--- src/rtl/pc_seq.sv ---
// Program-counter sequencer: steps the fetch address, redirects on taken
// branches/jumps with a one-cycle flush bubble, and parks in HALT until reset.
module pc_seq #(
  parameter int unsigned          DATAWIDTH = 32,
  parameter logic [DATAWIDTH-1:0] RESET_PC  = {DATAWIDTH{1'b0}},
  parameter int unsigned          STEP      = 4
) (
  input  logic                 clk_i,
  input  logic                 rst_i,
  input  logic                 ready_i,
  input  logic                 br_valid_i,
  input  logic                 jump_i,
  input  logic                 cond_i,
  input  logic                 neg_i,
  input  logic [DATAWIDTH-1:0] target_i,
  input  logic                 halt_i,
  output logic [DATAWIDTH-1:0] pc_o,
  output logic                 pc_valid_o,
  output logic                 flush_o,
  output logic                 taken_o,
  output logic                 align_err_o
);

  typedef enum logic [1:0] {
    S_IDLE  = 2'd0,
    S_RUN   = 2'd1,
    S_FLUSH = 2'd2,
    S_HALT  = 2'd3
  } state_t;

  localparam logic [DATAWIDTH-1:0] W_STEP = DATAWIDTH'(STEP);

  state_t               r_state;
  logic [DATAWIDTH-1:0] r_pc;
  logic                 r_pc_valid;
  logic                 r_flush;
  logic                 r_taken;
  logic                 r_align_err;

  state_t               w_next_state;
  logic [DATAWIDTH-1:0] w_next_pc;
  logic                 w_take;
  logic                 w_taken;
  logic                 w_align_err;

  assign w_take = br_valid_i & (jump_i | (cond_i ^ neg_i));

  // Next-state and next-PC selection; branch resolution only matters in RUN.
  always_comb begin
    w_next_state = r_state;
    w_next_pc    = r_pc;
    w_taken      = 1'b0;
    w_align_err  = 1'b0;
    case (r_state)
      S_IDLE: begin
        if (halt_i) begin
          w_next_state = S_HALT;
        end else begin
          w_next_state = S_RUN;
        end
      end
      S_RUN: begin
        if (w_take) begin
          // A halt in the same cycle still redirects, but lands in HALT.
          w_next_pc    = {target_i[DATAWIDTH-1:2], 2'b00};
          w_taken      = 1'b1;
          w_align_err  = |target_i[1:0];
          w_next_state = halt_i ? S_HALT : S_FLUSH;
        end else if (halt_i) begin
          w_next_state = S_HALT;
        end else if (ready_i) begin
          w_next_pc    = r_pc + W_STEP;
        end else begin
          w_next_pc    = r_pc;
        end
      end
      S_FLUSH: begin
        if (halt_i) begin
          w_next_state = S_HALT;
        end else begin
          w_next_state = S_RUN;
        end
      end
      S_HALT: begin
        w_next_state = S_HALT;
      end
      default: begin
        w_next_state = S_IDLE;
      end
    endcase
  end

  // State and registered outputs; valid is pre-decoded from the next state.
  always_ff @(posedge clk_i) begin
    if (rst_i) begin
      r_state     <= S_IDLE;
      r_pc        <= RESET_PC;
      r_pc_valid  <= 1'b0;
      r_flush     <= 1'b0;
      r_taken     <= 1'b0;
      r_align_err <= 1'b0;
    end else begin
      r_state     <= w_next_state;
      r_pc        <= w_next_pc;
      r_pc_valid  <= (w_next_state == S_RUN);
      r_flush     <= w_taken;
      r_taken     <= w_taken;
      r_align_err <= w_align_err;
    end
  end

  assign pc_o        = r_pc;
  assign pc_valid_o  = r_pc_valid;
  assign flush_o     = r_flush;
  assign taken_o     = r_taken;
  assign align_err_o = r_align_err;

endmodule

--- config.mk ---
export PLATFORM = sky130hd
export DESIGN_NAME = pc_seq
export DESIGN_NICKNAME = d
export VERILOG_FILES = /design/src/rtl/pc_seq.sv
export SDC_FILE = /design/constraint.sdc
export NUM_CORES = 1
export LEC_CHECK = 0
export CORE_MARGIN = 4
export CORE_UTILIZATION = 28
export DETAILED_ROUTE_END_ITERATION = 10
export GPL_TIMING_DRIVEN = 1
export SYNTH_ARGS = -nofsm -noshare
export SYNTH_HDL_FRONTEND = slang
export SYNTH_SLANG_ARGS = --single-unit
--- constraint.sdc ---
create_clock -name clk_i -period 2.6 [get_ports clk_i]
set_clock_uncertainty 0.05 [all_clocks]
set_input_delay 0.52 -clock clk_i [delete_from_list [all_inputs] [get_ports clk_i]]
set_output_delay 0.52 -clock clk_i [all_outputs]
set_load 0.02 [all_outputs]
==> results of run 1 <==
## sequential cells by signal (all words and copies together) (netlist names)
register and flops:
pc_o 30, r_state 2, align_err_o 1, pc_valid_o 1, taken_o 1
## worst min-delay path: cells and delay by family, from the launching register on
family	cells	cell delay, ns
AO/OA/AOI/OAI	1	0.08
flip-flops	1	0.33
buffers and inverters	1	0.05
## through the flow
step                      worst slack (ns)  hold WS, ns  instances  power, mW
after detailed placement            0.0658        0.442        450      0.875
after CTS                            0.359        0.459        458       1.37
after global placement               0.111        0.433        450      0.873
final                                0.312        0.464        458       1.36
after global routing                 0.202        0.491        458       1.42
after floorplan                      0.285        0.432        279      0.730
## layout by cell type, fill, tap and decap left out, types with 2 or more instances in the layout
cell type,Yosys,routed
a211oi_1,3,3
a21o_1,3,3
a21oi_1,22,22
a22o_1,5,5
a31oi_1,3,3
a32o_1,11,11
and2_1,6,6
and3_1,3,3
buf_12,0,2
buf_4,4,17
clkbuf_8,0,5
clkdlybuf4s50_1,0,73
conb_1,1,2
dfxtp_1,35,35
inv_1,7,7
nand2_1,34,34
nand3_1,13,13
nand4_1,12,12
nor2_1,18,18
nor3_1,13,13
nor4_1,5,5
o211ai_1,2,2
o21ai_0,22,22
o31a_1,4,4
o31ai_1,4,4
o32ai_1,5,5
or3_1,2,2
or3_4,2,2
## power groups by stage
stage | clock (mW) | sequential, mW | combinational [mW]
2_1_floorplan | 0 | 0.611 | 0.120
3_3_place_gp | 0 | 0.593 | 0.280
3_5_place_dp | 0 | 0.593 | 0.282
4_1_cts | 0.510 | 0.581 | 0.284
5_1_grt | 0.532 | 0.585 | 0.306
6_report | 0.498 | 0.581 | 0.283
## synth_stat cells (2+ instances only)
cell / n / share of area
nor2_1: 18 / 0.032
inv_1: 7 / 0.012
o21a_1: 2 / 0.0071
a21o_1: 3 / 0.011
or3_4: 2 / 0.011
dfxtp_1: 35 / 0.33
o21ai_0: 22 / 0.052
nand4_1: 12 / 0.035
nor3_1: 13 / 0.031
clkbuf_1: 14 / 0.025
nor4_1: 5 / 0.015
o31a_1: 4 / 0.016
and3_1: 3 / 0.0088
buf_6: 2 / 0.011
nand3_1: 13 / 0.031
nand2_1: 34 / 0.060
or3_1: 2 / 0.0059
a22o_1: 5 / 0.021
a32o_1: 11 / 0.052
o211ai_1: 2 / 0.0071
buf_4: 4 / 0.014
o31ai_1: 4 / 0.014
o32ai_1: 5 / 0.021
a31oi_1: 3 / 0.0088
and2_1: 6 / 0.018
a21oi_1: 22 / 0.052
a211oi_1: 3 / 0.011
## per-layer routing
metal  global-route usage  part of all wire
met5                    0                 0
met4               0.0409            0.0070
met3               0.0379             0.068
met2                0.259              0.46
met1                0.222              0.46
## logic make-up after synthesis
kind of cell | Yosys count | share of synthesized area
AOI/OAI and AO/OA | 95 | 0.307
xor gates and xnor gates | 1 | 0.00412
adders and majority gates | 1 | 0.00588
buffers and inverters | 27 | 0.0618
DFF | 35 | 0.330
other | 1 | 0.00176
and+or+nand+nor | 118 | 0.290
## worst max path at each step
stage	end	slack [ns]
floorplan	pc_o[26]$_SDFFE_PP0P_	0.29
global placement	pc_o[26]$_SDFFE_PP0P_	0.11
detailed placement	pc_o[23]$_SDFFE_PP0P_	0.07
CTS	pc_o[23]$_SDFFE_PP0P_	0.36
global route	pc_o[13]$_SDFFE_PP0P_	0.20
finish	pc_o[23]$_SDFFE_PP0P_	0.31
## cell type report
cell class	count	share of cell area
repair buffers	92	0.284
clock inverters	3	0.0139
multi-input cells	217	0.411
clock buffers	5	0.0218
inverters	7	0.00831
well taps	99	0.0392
flip-flops and latches	35	0.222
==> results.json, run 1 <==
{
  "outcome": "finished clean",
  "postRouteAntennaNets": 0,
  "fill_cells": 746,
  "clk_pin_slew_ns": 0.08,
  "vias_per_cell": 5.32,
  "synth_edf_count": 0,
  "multiInputGateArea_um2": 1300,
  "p_sw_frac": 0.277,
  "cts_buffer_depth": 2,
  "cts_resized": 0,
  "cp-end-kind": "flop",
  "grt_pass1_wl_um": 11700,
  "htree_num_levels": 2,
  "antenna_found_initial": 0,
  "crit_path_start_kind": "input port",
  "drive_above_1_share": 0.100,
  "syn_avg_cell_area_um2": 7.65,
  "cts_tree": "yes",
  "num_io_pins": 76,
  "die-area_um2": 9050,
  "die_y_um": 95.1,
  "min_delay_path_depth": 2,
  "syn_area_um2": 2130,
  "final_area_um2": 3160,
  "yosysSeqAreaShare": 0.330,
  "hp-start": "pc_o[31]$_SDFFE_PP0P_",
  "power_density_nw_per_um2": 431,
  "cts_inserted_buffers": 5,
  "seqCellArea_um2": 701,
  "antennaDiodeCount": 0,
  "routed_wl_um": 7300,
  "drt_first_pass_iters": 4,
  "slowest_stage": "nor2_1",
  "rsz0062_at_grt": "no",
  "final_core_util": 0.431,
  "place_hpwl_um": 5390,
  "drc": 0,
  "min_to": "pc_o[31]$_SDFFE_PP0P_",
  "slew_violations": 0,
  "crit_fanout": 11,
  "synth_cell_types": 49,
  "path_delay_family": "simple AND/OR/NAND/NOR gates",
  "synth-seq-cells": 35,
  "clkLatencyLatePin_ns": 0.29,
  "grt_pass1_vias": 2368,
  "wire_per_inst_um": 15.9,
  "cp.arrival_ns": 2.46,
  "initial_core_util": 0.290,
  "critPathKind": "in2reg",
  "syn_inst": 278,
  "critPathBufInv": 1,
  "finalCritPeriodShare": 0.880,
  "finalSetupTns_ns": 0,
  "startpoint": "cond_i",
  "dieWidth_um": 95.1,
  "async_flop_share": 0,
  "place_area_um2": 3050,
  "worst_r2r_startpoint": "pc_o[12]$_SDFFE_PP0P_",
  "hold_violations": 0,
  "seq_power_share": 0.427,
  "leakage_nw": 1.04,
  "overflow": 0,
  "vias": 2438,
  "max_stage_delay_ns": 0.65,
  "nNetsFinal": 399,
  "p_switching_mw": 0.377,
  "clkPwrFrac": 0.366,
  "internal-power_mw": 0.985,
  "syn2layout_area_growth_pct": 48.7,
  "port_buffers": 73,
  "ir_worst_vdd_v": 0.000302,
  "cts_sinks": 35,
  "relSlewSlack": 0.446,
  "reg2regPathDepth": 5,
  "grt_max_degree": 33,
  "ys.flop_type": "dfxtp_1",
  "tightestPinTransition_ns": 0.829,
  "yosys_warnings": 0,
  "cts_hold_buf": 0,
  "gp_congestion": 0.855,
  "coreArea_um2": 7330,
  "drv_cap": 0,
  "max_clock_freq_mhz": 437,
  "cp.required_ns": 2.77,
  "cts_setup_buffers": 0,
  "r2r_slack_ns": 0.39,
  "r2r-end": "pc_o[26]$_SDFFE_PP0P_",
  "period_minus_slack_ns": 2.29,
  "dr.first_iter.drc_count": 130,
  "crit_cells": 6,
  "cts_root_buf": "clkbuf_8",
  "grt_usage": 0.163,
  "setup_viol_count_final": 0,
  "hp-class": "reg2reg",
  "crit_chain": "clkdlybuf4s50_1 > xor2_1 > o21ai_1 > a21o_1 > nor2_1 > a32o_1",
  "p_comb_frac": 0.208,
  "rows": 31
}
Note: power is estimated with default switching activity, not from simulation.
==> run 2: changes to the inputs <==
Settings changed: RECOVER_POWER set to 50.
==> run 2 against run 1 <==
Effect of this change:
- routed wire length is 0.36% lower
- global-route usage is the same
- clock-buffer cell count unchanged
- via count hardly changed
- critical path depth unchanged
- highest routed layer unchanged
==> results.json, run 2 (synthesis results as in run 1) <==
{
  "min_to": "pc_o[31]$_SDFFE_PP0P_",
  "worst_r2r_startpoint": "pc_o[12]$_SDFFE_PP0P_",
  "die_y_um": 95.1,
  "p_sw_frac": 0.279,
  "grt_usage": 0.163,
  "place_hpwl_um": 5390,
  "cp.arrival_ns": 2.52,
  "cts_buffer_depth": 2,
  "rows": 31,
  "r2r-end": "pc_o[26]$_SDFFE_PP0P_",
  "min_delay_path_depth": 2,
  "drc": 0,
  "crit_fanout": 11,
  "cts_setup_buffers": 0,
  "outcome": "finished clean",
  "syn2layout_area_growth_pct": 48.5,
  "ir_worst_vdd_v": 0.000302,
  "setup_viol_count_final": 0,
  "finalSetupTns_ns": 0,
  "coreArea_um2": 7330,
  "cts_resized": 0,
  "p_comb_frac": 0.204,
  "vias": 2439,
  "place_area_um2": 3050,
  "critPathKind": "in2reg",
  "postRouteAntennaNets": 0,
  "max_stage_delay_ns": 0.63,
  "internal-power_mw": 0.978,
  "grt_pass1_wl_um": 11700,
  "grt_pass1_vias": 2368,
  "relSlewSlack": 0.455,
  "layout_commonest_cell": "clkdlybuf4s50_1",
  "initial_core_util": 0.290,
  "drv_cap": 0,
  "antenna_found_initial": 0,
  "reg2regPathDepth": 5,
  "startpoint": "cond_i",
  "drive_above_1_share": 0.0975,
  "rsz0062_at_grt": "no",
  "slowest_stage": "nor2_1",
  "die-area_um2": 9050,
  "clkPwrFrac": 0.369,
  "r2r_slack_ns": 0.39,
  "wire_per_inst_um": 15.9,
  "cts_inserted_buffers": 5,
  "layout_common_cells": "clkdlybuf4s50_1, dfxtp_1, nand2_1",
  "gp_congestion": 0.855,
  "hp-class": "reg2reg",
  "antennaDiodeCount": 0,
  "vias_per_cell": 5.33,
  "cts_hold_buf": 0,
  "overflow": 0,
  "routed_wl_um": 7280,
  "dieWidth_um": 95.1,
  "crit_path_start_kind": "input port",
  "hold_violations": 0,
  "htree_num_levels": 2,
  "cts_sinks": 35,
  "nNetsFinal": 399,
  "grt_max_degree": 33,
  "max_clock_freq_mhz": 426,
  "period_minus_slack_ns": 2.35,
  "final_area_um2": 3160,
  "clkLatencyLatePin_ns": 0.29,
  "clk_pin_slew_ns": 0.08,
  "slew_violations": 0,
  "cp-end-kind": "flop",
  "seq_power_share": 0.428,
  "tightestPinTransition_ns": 0.815,
  "cts_root_buf": "clkbuf_8",
  "finalCritPeriodShare": 0.903,
  "dr.first_iter.drc_count": 121,
  "cp.required_ns": 2.78,
  "num_io_pins": 76,
  "hp-start": "pc_o[31]$_SDFFE_PP0P_",
  "leakage_nw": 1.13,
  "port_buffers": 73,
  "crit_chain": "dlygate4sd3_1 > xor2_1 > o21ai_1 > a21o_1 > nor2_1 > a32o_1",
  "p_switching_mw": 0.378,
  "cts_tree": "yes",
  "power_density_nw_per_um2": 430,
  "drt_first_pass_iters": 4,
  "largest_reg_flops": 30,
  "final_core_util": 0.431
}
## run 2: cell count changes in the layout (fill, tap and decap cells not counted), sizes merged
cell,before,now
buf,19,18
clkbuf,5,6
clkdlybuf4s50,73,44
dlygate4sd3,0,29
## run 2: power groups by stage
stage          registers, mW  clock network [mW]  logic, mW
2_1_floorplan          0.611                   0      0.120
3_3_place_gp           0.593                   0      0.280
3_5_place_dp           0.593                   0      0.282
4_1_cts                0.581               0.510      0.284
5_1_grt                0.584               0.532      0.300
6_report               0.580               0.500      0.276
## run 2: layout make-up
type | instances | area (um2)
fillers | 748 | 4170
flip-flops and latches | 35 | 701
multi-input cells | 217 | 1300
clock buffers | 5 | 68.8
inverters | 7 | 26.3
well taps | 99 | 124
repair buffers | 92 | 896
clock inverters | 3 | 43.8
## run 2: how the worst max path moves through the flow
stage	endpoint	slack [ns]
6_report	pc_o[23]$_SDFFE_PP0P_	0.25
5_1_grt	pc_o[13]$_SDFFE_PP0P_	0.13
4_1_cts	pc_o[23]$_SDFFE_PP0P_	0.36
3_3_place_gp	pc_o[26]$_SDFFE_PP0P_	0.11
3_5_place_dp	pc_o[23]$_SDFFE_PP0P_	0.07
2_1_floorplan	pc_o[26]$_SDFFE_PP0P_	0.29
## run 2: metrics by stage
step                      instances  worst slack [ns]  hold WS (ns)  power, mW
after floorplan                 279             0.285         0.432      0.730
after global placement          450             0.111         0.433      0.873
after detailed placement        450            0.0658         0.442      0.875
after CTS                       458             0.359         0.459       1.37
after global routing            458             0.129         0.488       1.42
final                           458             0.252         0.461       1.36
## run 2: layer usage
| metal | vias up | GRT usage | wire length, um |
|---|---|---|---|
| met4 | 0 | 0.0409 | 72 |
| li1 | 1220 | - | - |
| met3 | 6 | 0.0379 | 487 |
| met1 | 1141 | 0.222 | 3390 |
| met2 | 72 | 0.259 | 3320 |
| met5 | - | 0 | 0 |
## run 2: worst max-delay path: cells and delay by family
kind            cells  cell delay (ns)
compound gates      3             0.63
simple gates        1             0.63
buf+inv             1             0.54
xor+xnor            1             0.21
